--- src/rtl/executor_core_pkg.sv ---
// Shared definitions for the executor core: bus widths, opcodes, access widths
// and small decode helpers used by the core, the ALU and the bench.
package executor_core_pkg;

    localparam int ADDR_BUS = 32;
    localparam int DATA_BUS = 32;

    localparam logic TRUE  = 1'b1;
    localparam logic FALSE = 1'b0;

    localparam logic [3:0] WIDTH_B = 4'd1;
    localparam logic [3:0] WIDTH_H = 4'd2;
    localparam logic [3:0] WIDTH_W = 4'd4;

    typedef enum logic [3:0] {
        OP_HALT = 4'd0,
        OP_ADD  = 4'd1,
        OP_SUB  = 4'd2,
        OP_AND  = 4'd3,
        OP_OR   = 4'd4,
        OP_XOR  = 4'd5,
        OP_ADDI = 4'd6,
        OP_LB   = 4'd7,
        OP_LH   = 4'd8,
        OP_LW   = 4'd9,
        OP_SB   = 4'd10,
        OP_SH   = 4'd11,
        OP_SW   = 4'd12,
        OP_BEQ  = 4'd13,
        OP_BNE  = 4'd14,
        OP_JMP  = 4'd15
    } opcode_t;

    typedef enum logic [1:0] {
        ST_IDLE,
        ST_FETCH,
        ST_EXEC,
        ST_DONE
    } state_t;

    function automatic logic [DATA_BUS-1:0] sext16(input logic [15:0] v);
        return {{16{v[15]}}, v};
    endfunction

    function automatic logic is_load(input opcode_t op);
        return (op == OP_LB) || (op == OP_LH) || (op == OP_LW);
    endfunction

    function automatic logic is_store(input opcode_t op);
        return (op == OP_SB) || (op == OP_SH) || (op == OP_SW);
    endfunction

    function automatic logic [3:0] width_of(input opcode_t op);
        case (op)
            OP_LB, OP_SB: return WIDTH_B;
            OP_LH, OP_SH: return WIDTH_H;
            default:      return WIDTH_W;
        endcase
    endfunction

    function automatic logic [DATA_BUS-1:0] size_mask(input logic [3:0] width);
        case (width)
            WIDTH_B: return 32'h0000_00FF;
            WIDTH_H: return 32'h0000_FFFF;
            default: return 32'hFFFF_FFFF;
        endcase
    endfunction

endpackage

--- src/rtl/executor_core_if.sv ---
// Memory bus between the executor core (master) and its program/data memory.
interface executor_core_if;
    import executor_core_pkg::*;

    logic                mem_ce_o;
    logic                mem_we_o;
    logic [ADDR_BUS-1:0] mem_addr_o;
    logic [3:0]          mem_width_o;
    logic [DATA_BUS-1:0] mem_data_o;
    logic [DATA_BUS-1:0] mem_data_i;

    modport master (
        output mem_ce_o, mem_we_o, mem_addr_o, mem_width_o, mem_data_o,
        input  mem_data_i
    );

    modport slave (
        input  mem_ce_o, mem_we_o, mem_addr_o, mem_width_o, mem_data_o,
        output mem_data_i
    );

endinterface

--- src/rtl/executor_core_alu.sv ---
// Combinational ALU: register/immediate arithmetic and branch condition.
module executor_alu
    import executor_core_pkg::*;
(
    input  opcode_t             op,
    input  logic [DATA_BUS-1:0] a,
    input  logic [DATA_BUS-1:0] b,
    input  logic [DATA_BUS-1:0] imm,
    output logic [DATA_BUS-1:0] result,
    output logic                branch_taken
);

    always_comb begin
        result       = '0;
        branch_taken = FALSE;
        case (op)
            OP_ADD:  result = a + b;
            OP_SUB:  result = a - b;
            OP_AND:  result = a & b;
            OP_OR:   result = a | b;
            OP_XOR:  result = a ^ b;
            OP_ADDI: result = a + imm;
            OP_BEQ:  branch_taken = (a == b);
            OP_BNE:  branch_taken = (a != b);
            OP_JMP:  branch_taken = TRUE;
            default: result = '0;
        endcase
    end

endmodule

--- src/rtl/executor_core.sv ---
// Two-cycle-per-instruction program executor with an 8-entry register file.
//
// state    | meaning
// ---------+---------------------------------------------------------------
// ST_IDLE  | out of reset, waiting for a start rising edge
// ST_FETCH | bus reads the word at pc, instruction is latched
// ST_EXEC  | ALU/branch/load/store in one cycle, pc updated
// ST_DONE  | HALT reached, ready_o high until next accepted start
module executor_core
    import executor_core_pkg::*;
#(
    parameter int NUM_REGS = 8
) (
    input  logic                clk,
    input  logic                rst,
    input  logic                start_i,
    input  logic [ADDR_BUS-1:0] start_addr_i,
    input  logic [ADDR_BUS-1:0] args_start_i,
    executor_core_if.master     bus,
    output logic                ready_o
);

    state_t              state;
    logic                start_q;
    logic [ADDR_BUS-1:0] pc;
    logic [DATA_BUS-1:0] rf [NUM_REGS];

    opcode_t             op_q;
    logic [2:0]          rd_q;
    logic [2:0]          rs1_q;
    logic [2:0]          rs2_q;
    logic [15:0]         imm_q;

    logic                ce_q;
    logic                we_q;
    logic [ADDR_BUS-1:0] addr_q;
    logic [3:0]          width_q;
    logic [DATA_BUS-1:0] wdata_q;

    opcode_t             f_op;
    logic [2:0]          f_rs1;
    logic [2:0]          f_rs2;
    logic [DATA_BUS-1:0] f_rs1_val;
    logic [DATA_BUS-1:0] f_rs2_val;
    logic [DATA_BUS-1:0] rs1_val;
    logic [DATA_BUS-1:0] rs2_val;
    logic [DATA_BUS-1:0] imm_ext;
    logic [DATA_BUS-1:0] alu_result;
    logic                branch_taken;
    logic [ADDR_BUS-1:0] next_pc;
    logic                writes_rd;
    logic [DATA_BUS-1:0] wb_data;
    logic                start_edge;

    assign start_edge = start_i & ~start_q;

    // Decode straight off the read bus in FETCH so load/store bus outputs
    // can be registered ready for the EXEC cycle.
    always_comb begin
        f_op      = opcode_t'(bus.mem_data_i[31:28]);
        f_rs1     = bus.mem_data_i[24:22];
        f_rs2     = bus.mem_data_i[21:19];
        f_rs1_val = (f_rs1 == 3'd0) ? '0 : rf[f_rs1];
        f_rs2_val = (f_rs2 == 3'd0) ? '0 : rf[f_rs2];
        rs1_val   = (rs1_q == 3'd0) ? '0 : rf[rs1_q];
        rs2_val   = (rs2_q == 3'd0) ? '0 : rf[rs2_q];
        imm_ext   = sext16(imm_q);
    end

    executor_alu u_alu (
        .op           (op_q),
        .a            (rs1_val),
        .b            (rs2_val),
        .imm          (imm_ext),
        .result       (alu_result),
        .branch_taken (branch_taken)
    );

    always_comb begin
        next_pc   = pc + 32'd4 + (branch_taken ? imm_ext : '0);
        writes_rd = ((op_q >= OP_ADD) && (op_q <= OP_ADDI)) || is_load(op_q);
        wb_data   = is_load(op_q) ? (bus.mem_data_i & size_mask(width_of(op_q)))
                                  : alu_result;
    end

    always_ff @(posedge clk) begin
        if (rst) begin
            state   <= ST_IDLE;
            start_q <= FALSE;
            pc      <= '0;
            ready_o <= FALSE;
            op_q    <= OP_HALT;
            rd_q    <= '0;
            rs1_q   <= '0;
            rs2_q   <= '0;
            imm_q   <= '0;
            ce_q    <= FALSE;
            we_q    <= FALSE;
            addr_q  <= '0;
            width_q <= '0;
            wdata_q <= '0;
            for (int i = 0; i < NUM_REGS; i++) rf[i] <= '0;
        end else begin
            start_q <= start_i;
            ce_q    <= FALSE;
            we_q    <= FALSE;
            addr_q  <= '0;
            width_q <= '0;
            wdata_q <= '0;
            case (state)
                ST_IDLE, ST_DONE: begin
                    if (start_edge) begin
                        state   <= ST_FETCH;
                        pc      <= start_addr_i;
                        ready_o <= FALSE;
                        for (int i = 0; i < NUM_REGS; i++) rf[i] <= '0;
                        rf[1]   <= args_start_i;
                        ce_q    <= TRUE;
                        addr_q  <= start_addr_i;
                        width_q <= WIDTH_W;
                    end
                end
                ST_FETCH: begin
                    state <= ST_EXEC;
                    op_q  <= f_op;
                    rd_q  <= bus.mem_data_i[27:25];
                    rs1_q <= f_rs1;
                    rs2_q <= f_rs2;
                    imm_q <= bus.mem_data_i[15:0];
                    if (is_load(f_op) || is_store(f_op)) begin
                        ce_q    <= TRUE;
                        we_q    <= is_store(f_op);
                        addr_q  <= f_rs1_val + sext16(bus.mem_data_i[15:0]);
                        width_q <= width_of(f_op);
                        if (is_store(f_op))
                            wdata_q <= f_rs2_val & size_mask(width_of(f_op));
                    end
                end
                ST_EXEC: begin
                    if (op_q == OP_HALT) begin
                        state   <= ST_DONE;
                        ready_o <= TRUE;
                    end else begin
                        state   <= ST_FETCH;
                        pc      <= next_pc;
                        ce_q    <= TRUE;
                        addr_q  <= next_pc;
                        width_q <= WIDTH_W;
                    end
                    if (writes_rd && (rd_q != 3'd0))
                        rf[rd_q] <= wb_data;
                end
                default: state <= ST_IDLE;
            endcase
        end
    end

    // Masking with rst kills a store already queued for the reset cycle.
    assign bus.mem_ce_o    = ce_q & ~rst;
    assign bus.mem_we_o    = we_q & ~rst;
    assign bus.mem_addr_o  = rst ? '0 : addr_q;
    assign bus.mem_width_o = rst ? '0 : width_q;
    assign bus.mem_data_o  = rst ? '0 : wdata_q;

endmodule

--- src/flat_wrapper.sv ---
// flat-port wrapper written by rule: the top's interface ports become plain ports
module executor_core_flat import executor_core_pkg::*;
#(
    parameter int NUM_REGS = 8
)
  (clk, rst, start_i, start_addr_i, args_start_i, ready_o, bus_mem_ce_o, bus_mem_we_o, bus_mem_addr_o, bus_mem_width_o, bus_mem_data_o, bus_mem_data_i);
  executor_core_if bus_i ();
  input  logic clk;
  input  logic rst;
  input  logic start_i;
  input  logic [ADDR_BUS-1:0] start_addr_i;
  input  logic [ADDR_BUS-1:0] args_start_i;
  output logic ready_o;
  output wire logic [$bits(bus_i.mem_ce_o)-1:0] bus_mem_ce_o;
  output wire logic [$bits(bus_i.mem_we_o)-1:0] bus_mem_we_o;
  output wire logic [$bits(bus_i.mem_addr_o)-1:0] bus_mem_addr_o;
  output wire logic [$bits(bus_i.mem_width_o)-1:0] bus_mem_width_o;
  output wire logic [$bits(bus_i.mem_data_o)-1:0] bus_mem_data_o;
  input wire logic [$bits(bus_i.mem_data_i)-1:0] bus_mem_data_i;
  assign bus_mem_ce_o = bus_i.mem_ce_o;
  assign bus_mem_we_o = bus_i.mem_we_o;
  assign bus_mem_addr_o = bus_i.mem_addr_o;
  assign bus_mem_width_o = bus_i.mem_width_o;
  assign bus_mem_data_o = bus_i.mem_data_o;
  assign bus_i.mem_data_i = bus_mem_data_i;
  executor_core #(.NUM_REGS(NUM_REGS)) u_core (.clk(clk), .rst(rst), .start_i(start_i), .start_addr_i(start_addr_i), .args_start_i(args_start_i), .bus(bus_i), .ready_o(ready_o));
endmodule
--- config.mk ---
export PLATFORM = sky130hd
export DESIGN_NAME = executor_core_flat
export DESIGN_NICKNAME = d
export VERILOG_FILES = /design/src/rtl/executor_core_pkg.sv /design/src/rtl/executor_core_if.sv /design/src/rtl/executor_core_alu.sv /design/src/rtl/executor_core.sv /design/src/flat_wrapper.sv
export SDC_FILE = /design/constraint.sdc
export NUM_CORES = 1
export LEC_CHECK = 0
export CAP_MARGIN = 20
export CORE_MARGIN = 5
export CORE_UTILIZATION = 25
export DETAILED_ROUTE_END_ITERATION = 8
export SLEW_MARGIN = 10
export SYNTH_ARGS = -nofsm -noshare
export SYNTH_HDL_FRONTEND = slang
export SYNTH_HIERARCHICAL = 1
export SYNTH_SLANG_ARGS = --single-unit
--- constraint.sdc ---
create_clock -name clk -period 12.99 [get_ports clk]
set_input_delay 3.2475 -clock clk [delete_from_list [all_inputs] [get_ports clk]]
set_output_delay 3.2475 -clock clk [all_outputs]
set_load 0.01 [all_outputs]
==> results of run 1 <==
cells by family after synthesis:
logic type	count (synthesis)	share of synthesized area
simple gates	1002	0.144
fa+ha+maj	233	0.0921
mux	410	0.217
buf+inv	342	0.0423
xor+xnor	106	0.0290
flops	396	0.328
other cells	1	0.000117
compound gates	722	0.148
critical path, delay by kind of cell:
kind | cells | cell delay [ps]
buffers and inverters | 3 | 1560
AND/OR/NAND/NOR | 1 | 140
worst min-delay path by stage:
stage | start | end | depth (start not counted)
finish | u_core/pc[2]$_SDFFE_PP0P_ | u_core/pc[2]$_SDFFE_PP0P_ | 2
floorplan | u_core/pc[2]$_SDFFE_PP0P_ | u_core/pc[2]$_SDFFE_PP0P_ | 2
global placement | u_core/pc[2]$_SDFFE_PP0P_ | u_core/pc[2]$_SDFFE_PP0P_ | 2
CTS | u_core/pc[2]$_SDFFE_PP0P_ | u_core/pc[2]$_SDFFE_PP0P_ | 2
detailed placement | u_core/pc[2]$_SDFFE_PP0P_ | u_core/pc[2]$_SDFFE_PP0P_ | 2
global route | u_core/pc[2]$_SDFFE_PP0P_ | u_core/pc[2]$_SDFFE_PP0P_ | 2
layout make-up:
type	count	area [um2]	share of cell area
clock inverters	29	409	0.0110
inverters	125	469	0.0126
repair buffers	219	2040	0.0549
clock buffers	60	1310	0.0351
multi-input cells	2506	20400	0.547
diodes	11	27.5	0.000740
well taps	1662	2080	0.0559
flip-flops and latches	396	10500	0.282
layout by cell type (no fill, tap or decap), types with 21 or more instances in the layout:
cell type / synthesis / routed
o21ai_0: 192 / 192
a211oi_1: 41 / 41
buf_4: 1 / 53
and2_1: 31 / 31
inv_1: 125 / 125
edfxtp_1: 256 / 256
nand2b_1: 22 / 22
nor2_1: 459 / 458
mux4_2: 223 / 223
dfxtp_1: 140 / 134
nand3_1: 60 / 60
clkdlybuf4s50_1: 0 / 161
ha_1: 229 / 227
a21oi_1: 187 / 185
a21o_1: 36 / 36
nor3_1: 28 / 26
mux2i_1: 155 / 155
and3_1: 32 / 32
xor2_1: 37 / 37
nor2b_1: 88 / 87
clkbuf_16: 0 / 49
a22oi_1: 70 / 70
mux2_2: 32 / 32
nand2_1: 208 / 205
a221oi_1: 21 / 21
conb_1: 1 / 33
xnor2_1: 69 / 69
metrics by stage:
step	cell area [um2]	utilization	worst slack (ps)	power (mW)
after floorplan	32100	-	5620	4.22
after global placement	35500	0.278	4500	5.22
after detailed placement	35500	0.278	4420	5.26
after CTS	37200	0.292	4400	6.76
after global routing	37200	0.292	4470	7.17
final	37200	0.292	4750	6.81
power by group through the flow:
stage | clock [mW] | sequential [mW] | combinational, mW
2_1_floorplan | 0 | 1.73 | 2.50
6_report | 1.47 | 1.84 | 3.49
3_3_place_gp | 0 | 1.85 | 3.37
3_5_place_dp | 0 | 1.86 | 3.40
4_1_cts | 1.51 | 1.83 | 3.42
5_1_grt | 1.55 | 1.87 | 3.75
state kept, by name, indices dropped and copies added (netlist names), 4 cells and up, named ones only:
name / flops
u_core/addr_q: 32
u_core/imm_q: 16
u_core/op_q: 4
u_core/pc: 32
u_core/rf: 256
u_core/wdata_q: 32
per-layer routing:
metal	part of all wire	vias up	global-route usage
li1	-	12123	-
met1	0.43	13458	0.240
met2	0.44	1474	0.268
met3	0.11	193	0.0421
met4	0.027	18	0.0440
met5	0.0010	-	0
==> impl_metrics.json, run 1 <==
{
  "status": "finished, final reports clean",
  "hold_class": "flop to flop",
  "peakVddDrop_uv": 105,
  "yosysWarnings": 6,
  "synth.avg_cell_area_um2": 9.96,
  "r2r_cells": 26,
  "ctsLongestPathBuffers": 3,
  "grtUsageTotal": 0.172,
  "final_antenna_net_count": 0,
  "async_flop_share": 0,
  "power_switching_mw": 2.99,
  "yosysMostFrequentCell": "nor2_1",
  "tns_ps": 0,
  "area_delta_synth_final_pct": 16.3,
  "crit_fanout": 78,
  "synthDistinctLibCells": 101,
  "max_stage_delay_ps": 550,
  "grt_max_degree": 79,
  "vias": 27266,
  "dp.cells": 4907,
  "grt_pass1_wl_mm": 178,
  "yosysTopAreaCell": "edfxtp_1",
  "rrSetupSlack_ps": 4970,
  "wl_per_cell_um": 24.3,
  "drt-initial-drc-count": 3114,
  "final_max_slew_viol_count": 0,
  "cts_sinks": 396,
  "synth_common_cells": "459 x nor2_1, 256 x edfxtp_1, 229 x ha_1",
  "arrival_ps": 4990,
  "final-hold-violation-count": 0,
  "final_nets": 3629,
  "cts_root_buffer": "clkbuf_16",
  "drive_above_1_share": 0.138,
  "row_count": 131,
  "fin_crit_sh": 0.634,
  "grt_overflow_total": 0,
  "die_w_um": 368,
  "synth_area_um2": 32000,
  "cts_hold_buf": 0,
  "intPower_mw": 3.81,
  "antenna_found_initial": 18,
  "cts-resized-gates": 0,
  "slew_headroom": 0.199,
  "core_um2": 127000,
  "max_cap_viol_count": 0,
  "worst_pin_slew_ps": 1190,
  "initial_core_util": 0.251,
  "r2r-end": "u_core/pc[25]$_SDFFE_PP0P_",
  "p_comb_frac": 0.513,
  "finalSetupViolations": 0,
  "endpoint_kind": "output pin",
  "cp_slowest_cell": "buf_4",
  "ys_seq_area_frac": 0.328,
  "power_density_nw_per_um2": 183,
  "cp-start-kind": "input pin",
  "grt_pass1_vias": 26360,
  "dp_hpwl_mm": 86.0,
  "drc": 0,
  "die_h_um": 368,
  "clkLatencyLatePin_ps": 630,
  "synthTopCellsByArea": "edfxtp_1 24%, mux4_2 16%, ha_1 9.0%",
  "post_cts_buffers": 0,
  "port_buffers": 168,
  "synth_seq_cells": 396,
  "cts_buffers": 49,
  "htreeDepth": 2,
  "clkTransAtPathRegs_ps": 50,
  "boundaryPins": 170,
  "worstSetupPathType": "input pin to output pin",
  "dr.pass1.iters": 6,
  "setup.worst_path.end": "bus_mem_data_o[20]",
  "finClkSkew_ps": 25.5,
  "required_ps": 9740,
  "dieArea_um2": 135000,
  "finalWirelength_mm": 122,
  "viasPerCell": 5.44,
  "power.leakage_nw": 13.4,
  "fin_crit_ps": 8240,
  "whs_ps": 489,
  "path_cells": "buf_6, buf_4, nor2b_1, clkdlybuf4s50_1",
  "netlist_instances": 3212,
  "ys_dominant_reg_cell": "edfxtp_1",
  "clock_power_share": 0.216,
  "fmax_ghz": 0.121,
  "crit_start": "rst",
  "cts_tree": "built",
  "fin_cells": 5008,
  "place_congestion": 0.972,
  "synth_edf_count": 256,
  "power_frac_seq": 0.270,
  "rsz0062_at_grt": "false",
  "synth_top_area_share": 0.240,
  "fillers": 13098,
  "swShare": 0.440
}
No activity file was read; power rests on OpenSTA's default activity.
==> run 2: changes to the inputs <==
- clock period: 12.99 -> 8.05 ns (I/O delays scaled with it)
==> run 2 against run 1 <==
Against the previous run: setup slack worse by 3700 ps; non-clock buffer count grew 28; worst hold slack lost 25 ps; sequential share of layout area is 0.16 points lower; die area unchanged; flip-flop and latch count unchanged; register-to-register slack worse by 3900 ps; first-iteration DRC count is 2.6% lower; critical endpoint is now u_core/pc[25]$_SDFFE_PP0P_; largest power group unchanged.
==> impl_metrics.json, run 2 (same netlist as run 1, synthesis figures left out) <==
{
  "met1_length_mm": 50.6,
  "antenna_found_initial": 14,
  "mostFrequentLayoutCells": "458 x nor2_1, 256 x edfxtp_1, 227 x ha_1, 223 x mux4_2, 205 x nand2_1",
  "post_cts_buffers": 0,
  "largest_reg_flops": 256,
  "row_count": 131,
  "fmax_ghz": 0.144,
  "fin_crit_sh": 0.866,
  "cts_hold_buf": 0,
  "worst_pin_slew_ps": 1270,
  "endpoint_kind": "flop",
  "clkTransAtPathRegs_ps": 60,
  "cp-start-kind": "flop",
  "ctsLongestPathBuffers": 3,
  "final_antenna_net_count": 0,
  "finalWirelength_mm": 120,
  "slew_headroom": 0.151,
  "boundaryPins": 170,
  "critPathTopFamily": "compound AO/OA/AOI/OAI gates",
  "fin_crit_ps": 6970,
  "final_common_cell": "nor2_1",
  "die_w_um": 368,
  "rsz0062_at_grt": "false",
  "final_max_slew_viol_count": 0,
  "worst-path-buf-inv": 4,
  "wl_met3_mm": 12.8,
  "cts-resized-gates": 0,
  "largest-register": "u_core/rf",
  "area_delta_synth_final_pct": 17.0,
  "required_ps": 8590,
  "initial_core_util": 0.251,
  "grt_pass1_vias": 26265,
  "hold_class": "flop to flop",
  "status": "finished, final reports clean",
  "peakVddDrop_uv": 173,
  "max_cap_viol_count": 0,
  "wl_per_cell_um": 23.9,
  "cts_buffers": 47,
  "cp_slowest_cell": "nor4_1",
  "power_density_nw_per_um2": 292,
  "drive_above_1_share": 0.145,
  "crit_fanout": 16,
  "crit_top_cell": "ha_1",
  "drt-initial-drc-count": 3034,
  "final_nets": 3655,
  "cts_root_buffer": "clkbuf_16",
  "finalPower_mw": 10.9,
  "core_um2": 127000,
  "die_h_um": 368,
  "drc": 0,
  "grt_overflow_total": 0,
  "dr.pass1.iters": 9,
  "dieArea_um2": 135000,
  "port_buffers": 168,
  "grtUsageTotal": 0.171,
  "finClkSkew_ps": 35.1,
  "grt_max_degree": 78,
  "tns_ps": 0,
  "finalSetupViolations": 0,
  "place_congestion": 0.920,
  "max_stage_delay_ps": 740,
  "power.leakage_nw": 13.6,
  "cts_sinks": 396,
  "htreeDepth": 2,
  "final-hold-violation-count": 0,
  "arrival_ps": 7510,
  "clkLatencyLatePin_ps": 640,
  "cts_tree": "built",
  "viasPerCell": 5.42,
  "wl_met2_mm": 53.5,
  "dr.max_layer_used": "met5",
  "worstSetupPathType": "flop to flop",
  "grt_pass1_wl_mm": 177,
  "dp_hpwl_mm": 87.8,
  "vias": 27271
}
## run 2: cell types whose count changed in the layout (fill, tap and decap cells not counted), moves of 2 or more
cell,change
clkinv_2,-3
buf_4,+21
inv_6,+4
buf_12,+5
clkinv_1,-2
clkinv_4,-2
clkbuf_8,+2
bufinv_16,-4
clkbuf_1,+2
## run 2: worst paths after layout
path                           endpoint  cells after the start                       from  slack (ps)
max reg2reg  u_core/pc[25]$_SDFFE_PP0P_                     25                       flop        1080
max          u_core/pc[25]$_SDFFE_PP0P_                     25                       flop        1080
min reg2reg   u_core/pc[2]$_SDFFE_PP0P_                      2  u_core/pc[2]$_SDFFE_PP0P_         460
min           u_core/pc[2]$_SDFFE_PP0P_                      2  u_core/pc[2]$_SDFFE_PP0P_         460
## run 2: through the flow
| stage | hold WS (ps) | cells | util | worst slack, ps | instance area [um2] |
|---|---|---|---|---|---|
| after CTS | 466 | 5021 | 0.293 | 1100 | 37400 |
| after global placement | 449 | 4934 | 0.280 | 1140 | 35700 |
| after floorplan | 432 | 3244 | - | 1950 | 32100 |
| after detailed placement | 454 | 4934 | 0.280 | 1140 | 35700 |
| final | 464 | 5033 | 0.294 | 1080 | 37400 |
| after global routing | 484 | 5023 | 0.294 | 596 | 37400 |
## run 2: tightest hold or removal path: stages (launching register included)
cell     delay (ps)
dfxtp_1         320
nand2_1          50
a21oi_1          50
## run 2: layout make-up
type                            instances  area (um2)
Antenna cell                           10        25.0
Clock buffer                           64        1340
Clock inverter                         23         309
Fill cell                           13109       89900
Inverter                              125         469
Multi-Input combinational cell       2506       20400
Sequential cell                       396       10500
Tap cell                             1662        2080
Timing Repair Buffer                  247        2320
## run 2: per-layer routing
layer  track usage  up-vias
met1         0.235    13489
met2         0.269     1407
met4        0.0472        8
li1              -    12181
met3        0.0421      186
met5             0        -
## run 2: power breakdown
group	internal, mW	switching, mW	total, mW
Combinational	2.22	3.48	5.71
Sequential	2.57	0.375	2.95
Clock	1.32	0.963	2.28
Total	6.11	4.82	10.9
